$ cat config.mk
export PLATFORM = sky130hd
export DESIGN_NAME = spi_shift_engine
export DESIGN_NICKNAME = d
export VERILOG_FILES = /design/src/rtl/spi_shift_engine.sv
export SDC_FILE = /design/constraint.sdc
export NUM_CORES = 1
export LEC_CHECK = 0
export BUFFER_PORTS_ARGS = -buffer_cell sky130_fd_sc_hd__buf_2
export CORE_MARGIN = 2
export CORE_UTILIZATION = 55
export CTS_BUF_LIST = sky130_fd_sc_hd__clkbuf_16
export DETAILED_ROUTE_END_ITERATION = 10
export GPL_ROUTABILITY_DRIVEN = 0
export MAX_ROUTING_LAYER = met4
export PLACE_DENSITY = 0.88
export SLEW_MARGIN = 20
export SYNTH_ARGS = -nofsm -noshare
export SYNTH_HDL_FRONTEND = slang
export SYNTH_SLANG_ARGS = --single-unit
$ cat constraint.sdc
create_clock -name clock_i -period 2.4 [get_ports clock_i]
set_input_delay 0.12 -clock clock_i [delete_from_list [all_inputs] [get_ports clock_i]]
set_output_delay 0.12 -clock clock_i [all_outputs]
set_load 0.02 [all_outputs]
$ cat src/rtl/spi_shift_engine.sv
// SPI master frame engine (CPOL=0/CPHA=1): frames CS_N around WIDTH SCLK pulses from an external
// divider, shifting tx data MSB-first after each rise and capturing MISO on each fall.
module spi_shift_engine #(
  parameter int WIDTH           = 8,
  parameter int CS_SETUP_CYCLES = 4,
  parameter int CS_HOLD_CYCLES  = 4
) (
  input  logic             clock_i,
  input  logic             reset_n_i,
  input  logic             start_i,
  input  logic             cmd_tx_i,
  input  logic             cmd_rx_i,
  input  logic [WIDTH-1:0] tx_data_i,
  input  logic             sclk_i,
  input  logic             MISO_i,
  output logic             tx_en_o,
  output logic             rx_en_o,
  output logic             sclk_div_en_o,
  output logic             sclk_div_rst_o,
  output logic             CS_N_o,
  output logic             MOSI_o,
  output logic [WIDTH-1:0] rx_data_o,
  output logic             busy_o,
  output logic             done_o
);

  localparam int CNT_MAX = (CS_SETUP_CYCLES > CS_HOLD_CYCLES) ? CS_SETUP_CYCLES : CS_HOLD_CYCLES;
  localparam int CW      = $clog2(CNT_MAX + 1);
  localparam int BW      = $clog2(WIDTH + 1);
  localparam logic [CW-1:0] SETUP_LAST = CW'(CS_SETUP_CYCLES - 1);
  localparam logic [CW-1:0] HOLD_LAST  = CW'(CS_HOLD_CYCLES - 1);
  localparam logic [BW-1:0] BIT_LAST   = BW'(WIDTH - 1);

  typedef enum logic [2:0] {
    ST_IDLE,
    ST_SETUP,
    ST_SHIFT,
    ST_HOLD,
    ST_DONE
  } state_t;

  state_t           r_state;
  state_t           w_next;
  logic             r_sclkQ;
  logic [CW-1:0]    r_cnt;
  logic [BW-1:0]    r_bitCnt;
  logic [WIDTH-1:0] r_txSr;
  logic [WIDTH-1:0] r_rxSr;
  logic [WIDTH-1:0] r_rxData;
  logic             r_cmdTx;
  logic             r_cmdRx;
  logic             r_mosi;
  logic             w_accept;
  logic             w_rise;
  logic             w_fall;
  logic [WIDTH-1:0] w_rxNext;

  assign w_accept  = start_i & (cmd_tx_i | cmd_rx_i);
  assign w_rise    = (r_state == ST_SHIFT) &  sclk_i & ~r_sclkQ;
  assign w_fall    = (r_state == ST_SHIFT) & ~sclk_i &  r_sclkQ;
  assign rx_data_o = r_rxData;

  // Written this way so a one-bit frame needs no special-cased slice.
  always_comb begin
    w_rxNext    = r_rxSr << 1;
    w_rxNext[0] = MISO_i;
  end

  always_ff @(posedge clock_i or negedge reset_n_i) begin
    if (!reset_n_i) r_state <= ST_IDLE;
    else            r_state <= w_next;
  end

  always_comb begin
    w_next = r_state;
    case (r_state)
      ST_IDLE:  if (w_accept) w_next = ST_SETUP;
      ST_SETUP: if (r_cnt == SETUP_LAST) w_next = ST_SHIFT;
      ST_SHIFT: if (w_fall && (r_bitCnt == BIT_LAST)) w_next = ST_HOLD;
      ST_HOLD:  if (r_cnt == HOLD_LAST) w_next = ST_DONE;
      ST_DONE:  w_next = ST_IDLE;
      default:  w_next = ST_IDLE;
    endcase
  end

  // The divider sits in reset outside SHIFT, so SCLK always restarts with a full low phase.
  always_comb begin
    tx_en_o        = 1'b0;
    rx_en_o        = 1'b0;
    sclk_div_en_o  = 1'b0;
    sclk_div_rst_o = 1'b1;
    CS_N_o         = 1'b1;
    MOSI_o         = 1'b0;
    busy_o         = (r_state != ST_IDLE);
    done_o         = 1'b0;
    case (r_state)
      ST_SETUP: CS_N_o = 1'b0;
      ST_SHIFT: begin
        CS_N_o         = 1'b0;
        tx_en_o        = r_cmdTx;
        rx_en_o        = r_cmdRx;
        sclk_div_en_o  = 1'b1;
        sclk_div_rst_o = 1'b0;
        MOSI_o         = r_mosi;
      end
      ST_HOLD:  CS_N_o = 1'b0;
      ST_DONE:  done_o = 1'b1;
      default:  ;
    endcase
  end

  always_ff @(posedge clock_i or negedge reset_n_i) begin
    if (!reset_n_i) begin
      r_sclkQ  <= 1'b0;
      r_cnt    <= '0;
      r_bitCnt <= '0;
      r_txSr   <= '0;
      r_rxSr   <= '0;
      r_rxData <= '0;
      r_cmdTx  <= 1'b0;
      r_cmdRx  <= 1'b0;
      r_mosi   <= 1'b0;
    end else begin
      r_sclkQ <= sclk_i;
      case (r_state)
        ST_IDLE: begin
          r_mosi <= 1'b0;
          if (w_accept) begin
            r_txSr  <= tx_data_i;
            r_rxSr  <= '0;
            r_cmdTx <= cmd_tx_i;
            r_cmdRx <= cmd_rx_i;
          end
        end
        ST_SETUP: begin
          r_bitCnt <= '0;
          r_cnt    <= (r_cnt == SETUP_LAST) ? '0 : r_cnt + CW'(1);
        end
        ST_SHIFT: begin
          if (w_rise && r_cmdTx) begin
            r_mosi <= r_txSr[WIDTH-1];
            r_txSr <= r_txSr << 1;
          end
          if (w_fall) begin
            if (r_cmdRx) r_rxSr <= w_rxNext;
            r_bitCnt <= r_bitCnt + BW'(1);
          end
        end
        ST_HOLD: begin
          r_mosi <= 1'b0;
          r_cnt  <= (r_cnt == HOLD_LAST) ? '0 : r_cnt + CW'(1);
        end
        ST_DONE: begin
          r_mosi <= 1'b0;
          if (r_cmdRx) r_rxData <= r_rxSr;
        end
        default: r_mosi <= 1'b0;
      endcase
    end
  end

endmodule

# --- After elaboration in Yosys (flattened, before gate mapping) ---
# Cells that the tools add are included.
totals:
  reg_bits: 38
  input_bits: 15
  out_inout_bits: 16
  word_cells: 73
op_classes:
  add_sub_neg: 2
  eq_ne: 13
  mux: 24
  bitwise_logic: 9
  n_reduce_logical: 15
op_table:
  columns: ["op", "count"]
  rows:
  - ["8-bit 2-to-1 mux", 5]
  - ["8-bit one-hot mux with 2 select lines", 2]
  - ["3-bit 2-to-1 mux", 5]
  - ["3-bit one-hot mux with 4 select lines", 1]
  - ["2-bit inequality test (second input constant)", 5]
  - ["3-bit by 2-bit == test with 1-bit output (second input constant)", 3]
  - ["1-bit 2-to-1 mux", 8]
  - ["4-bit one-hot mux with 2 select lines", 1]
  - ["2-bit AND reduction", 4]
  - ["4-bit AND reduction", 2]
  - ["1-bit AND", 5]
  - ["4-bit by 1-bit adder with 4-bit output (second input constant)", 1]
  - ["4-bit by 3-bit == test with 1-bit output (second input constant)", 1]
  - ["4-bit 2-to-1 mux", 1]
  - ["2-bit by 1-bit inequality test with 1-bit output (second input constant)", 2]
  - ["2-bit nonzero test", 2]
  - ["3-bit by 1-bit adder with 3-bit output (second input constant)", 1]
  - ["3-bit by 1-bit == test with 1-bit output (second input constant)", 1]
  - ["3-bit == test (second input constant)", 1]
  - ["3-bit zero test", 1]
  - ["1-bit inverter", 3]
  - ["3-bit AND reduction", 1]
  - ["3-bit nonzero test", 1]
  - ["3-bit OR reduction", 1]
  - ["other kinds (4)", 5]

# --- Depth between registers and ports, before layout ---
depth:
  depth_word: 6
  depth_mapped: 5
  mapped_depth_nobuf: 4

# --- Worst setup path after synthesis ---
# No wires, ideal clock.
synth_path:
  kind: "flip-flop to flip-flop"
  from: "register r_state[0]"
  to: "register r_rxSr[0]"
  setup_ns: 0.139
  arrival_ns: 1.728
  required_time_ns: 2.261
  setup_slack_ns: 0.533
  stages_incl_launch_ff: 5
  n_path_buf: 1
  period_less_slack_ns: 1.867
  path_cell_list: "dfrtp_1 nor4bb_1 o21ba_2 clkbuf_1 o2bb2ai_1"
synth_via:
  elab_chain_len: 5
  elab_cells_between_ends: 10
  cone_classes: "eq/ne: 4; mux: 1; bitwise: 2; reduce/logical: 3"
synth_rtl:
  columns: ["item", "line_no", "rtl"]
  rows:
  - ["start: declaration", "42", "state_t r_state;"]
  - ["start signal: assignment", "71", "else r_state <= w_next;"]
  - ["3-bit by 2-bit == test with 1-bit output", "60, 125", null]
  - ["1-bit AND (2 in a row)", "60", "assign w_fall = (r_state == ST_SHIFT) & ~sclk_i & r_sclkQ;"]
  - ["2-bit inequality test (no line)", null, null]
  - ["4-bit AND reduction (no line)", null, null]
  - ["end signal: assignment", "145", "if (r_cmdRx) r_rxSr <= w_rxNext;"]
  - ["end: declaration", "48", "logic [WIDTH-1:0] r_rxSr;"]
# Several ways; a longest one is shown, not always the timed one.
# A chain may end at the register's enable or synchronous reset.

# --- Final worst setup path ---
layout_path:
  from: "register r_state[0]"
  to: "register r_txSr[2]"
layout_via:
  elab_chain_len: 6
  elab_cells_between_ends: 10
  cone_classes: "eq/ne: 3; mux: 1; bitwise: 2; reduce/logical: 4"
layout_rtl:
  columns: ["item", "line_no", "rtl"]
  rows:
  - ["3-bit by 2-bit == test with 1-bit output", "59, 125", null]
  - ["1-bit AND (2 in a row)", "59", "assign w_rise = (r_state == ST_SHIFT) & sclk_i & ~r_sclkQ;"]
  - ["1-bit logical AND", "140", "if (w_rise && r_cmdTx) begin"]
  - ["2-bit by 1-bit inequality test with 1-bit output (no line)", null, null]
  - ["3-bit AND reduction (no line)", null, null]
  - ["end signal: assignment", "129", "r_txSr <= tx_data_i;"]
  - ["end signal: assignment", "142", "r_txSr <= r_txSr << 1;"]
  - ["end: declaration", "47", "logic [WIDTH-1:0] r_txSr;"]
# Several ways; a longest one is shown, not always the timed one.

==> summary.md <==
| Metric | Value |
|---|---|
| Register area share after synthesis | 51.9% |
| Critical Path End Type | flop |
| Unrepaired setup endpoints after global routing | false |
| Layout cells sized above 1 | 37.4% |
| Core area | 3100 um2 |
| Netlist cell types | 42 |
| Worst reg2reg path depth | 4 |
| GRT overflow | 0 |
| Crit share post-route | 84.7% |
| Die Span Y | 61.7 um |
| CTS tree | done |
| Worst Hold Launch | sclk_i |
| Postcts setup bufs | 0 |
| Vias in the first global route | 1,282 |
| Clk slew on worst S/H paths | 0.06 ns |
| Leakage power | 1.01 nW |
| Vias per inst | 5.74 |
| Reg2reg start | r_state[0] |
| Drt total wl | 3600 um |
| Post_cts resized | 0 |
| Hold EP | r_sclkQ |
| Synthesized instance count | 152 |
| Util after Layout | 71.1% |
| Drt pass-1 iters | 4 |
| Crit-path max FO | 16 |
| Worst-skew pair later-pin latency | 0.29 ns |
| Hold depth | 1 |
| Reg2reg setup slack | 0.37 ns |
| First-pass GRT wire length | 6000 um |
| Die span in x | 61.7 um |
| Largest net degree at the start of global routing | 39 |
| VDD IR max | 709 uV |
| Worst Max-Slew Pin Slew | 0.790 ns |
| Diodes inserted | 0 |
| # Max-Cap Violations | 0 |
| YS warnings | 0 |
| CTS Buf Count | 5 |
| Met3 Wirelength | 233 um |
| R2r endpoint | r_txSr[2] |
| Bufs on Longest Clock Path | 2 |
| Post-synth ARST share | 100% |
| Setup tns final | 0 ns |
| Max_slew headroom | 47.3% |
| Power, Total | 0.00252 W |
| Initial antenna violation count | 0 |
| Global Route Usage Sum | 23.5% |
| Setup Viol. Count Final | 0 |
| Final slew viol count | 0 |
| Final Hold Vio Count | 0 |
| Period minus WS final | 2.03 ns |
| Wirelength per Cell | 15.9 um |
| # rows | 20 |
| Flops & latches, synth | 38 |
| Root buf cell | clkbuf_16 |
| # hold bufs at CTS | 1 |
| CP Class | flop to flop |
| Nets | 198 |
| DIE AREA | 3810 um2 |
| Fmax | 492 MHz |
| Syn Nets | 169 |
| CTS sink cnt | 38 |
| Avg Cell Area, Syn | 12.1 um2 |
| Layout Skew | 0.00474 ns |
| H-tree Lvls | 2 |
| DRT iter0 DRCs | 39 |
| Status | complete, no violations |
| Antenna-violating nets left | 0 |
| Vias | 1,298 |
| Met1 Wirelength | 1480 um |
| Mapped Area | 1830 um2 |
| Worst Path Required | 2.57 ns |
| DRC | 0 |
| Port Buffers | 30 |
| Synth-to-layout area growth | 20.5% |
| Worst hold path type | input pin to flop |
| # IOs | 31 |
| Top Metal Used | met4 |
| Initial Utilization | 59.0% |
| PwrDens | 1140 nW/um2 |
| Met2 routed WL | 1830 um |
| Critical Path AT | 2.20 ns |
| Number of flops mapped to enable cells by yosys | 0 |
| Detail Placement HPWL | 2570 um |
| Post-synth top flop | dfrtp_1 |
| Nature of the critical path startpoint | flop |
## logic make-up after synthesis
group	Yosys count	synth area share, %
xor+xnor	1	0.478
compound gates	35	14.8
buf+inv	17	3.69
simple gates	33	12.0
mux	26	15.8
fa+ha+maj	2	1.37
flops	38	51.9
## stage by stage
step / instances / instance area [um2] / hold slack (ns) / worst slack (ns)
final: 226 / 2210 / 0.0261 / 0.366
after global routing: 226 / 2210 / 0.0238 / 0.284
after CTS: 226 / 2210 / 0.0196 / 0.367
after detailed placement: 217 / 2000 / 0.259 / 0.379
after global placement: 217 / 2000 / 0.248 / 0.433
after floorplan: 152 / 1830 / -0.176 / 0.533
## synth_stat cells (2+ instances only)
cell	instances	area share, %
a22oi_1	8	3.3
and2_1	3	1.0
ha_1	2	1.4
nor2_1	5	1.0
nand3b_1	3	1.2
o22ai_1	4	1.4
o21ai_0	3	0.82
dfrtp_1	38	52
o21a_1	2	0.82
inv_1	6	1.2
nand2b_1	3	1.0
clkbuf_1	8	1.6
a21oi_1	3	0.82
nor4bb_1	2	1.1
nand3_1	2	0.55
mux2_2	23	14
mux2i_1	3	1.6
nor2b_1	3	1.0
o2bb2ai_1	8	3.8
## report_power, final
group | switching [W] | total (W) | internal [W]
Clock | 0.000248 | 0.000844 | 0.000596
Combinational | 0.000396 | 0.000742 | 0.000346
Sequential | 0.000134 | 0.000929 | 0.000795
Total | 0.000778 | 0.00252 | 0.00174
## worst max-delay path by stage
stage	from	end	slack, ns	depth (start not counted)
CTS	r_state[0]	r_txSr[2]	0.37	4
finish	r_state[0]	r_txSr[2]	0.37	4
global placement	r_state[0]	r_txSr[3]	0.43	4
floorplan	r_state[0]	r_rxSr[0]	0.53	4
global route	r_state[0]	r_txSr[2]	0.28	4
detailed placement	r_state[0]	r_txSr[2]	0.38	4
## cells in the final DEF, fill, tap and decap left out, types with 4 or more instances in the layout
cell type / count
o22ai_1: 4
mux2_2: 23
buf_2: 30
inv_1: 6
nor2_1: 5
a22oi_1: 8
dfrtp_1: 38
clkbuf_16: 5
o2bb2ai_1: 8
## final cells by class
cell class,count,area (um2)
Multi-Input combinational cell,97,813
Fill cell,241,896
Inverter,7,26.3
Sequential cell,38,951
Clock buffer,5,125
Timing Repair Buffer,32,168
Clock inverter,3,68.8
Tap cell,44,55.1
## layer usage
metal  track usage (%)  up-vias
met3              7.45        5
met4              9.42        0
met5                 -        -
met2              37.3       44
met1              27.9      635
li1                  -      614
## worst max-delay path: stages, from the launching register on
cell	delay, ns
dfrtp_1	0.52
or3b_4	0.55
inv_2	0.21
mux2_2	0.36
mux2_2	0.27
## registers in the layout (all words and copies together), names as in the netlist, 3 cells and up
register / flops
r_bitCnt: 4
r_cnt: 3
r_rxSr: 8
r_state: 3
r_txSr: 8
rx_data_o: 8
Note: power is estimated with default switching activity, not from simulation.
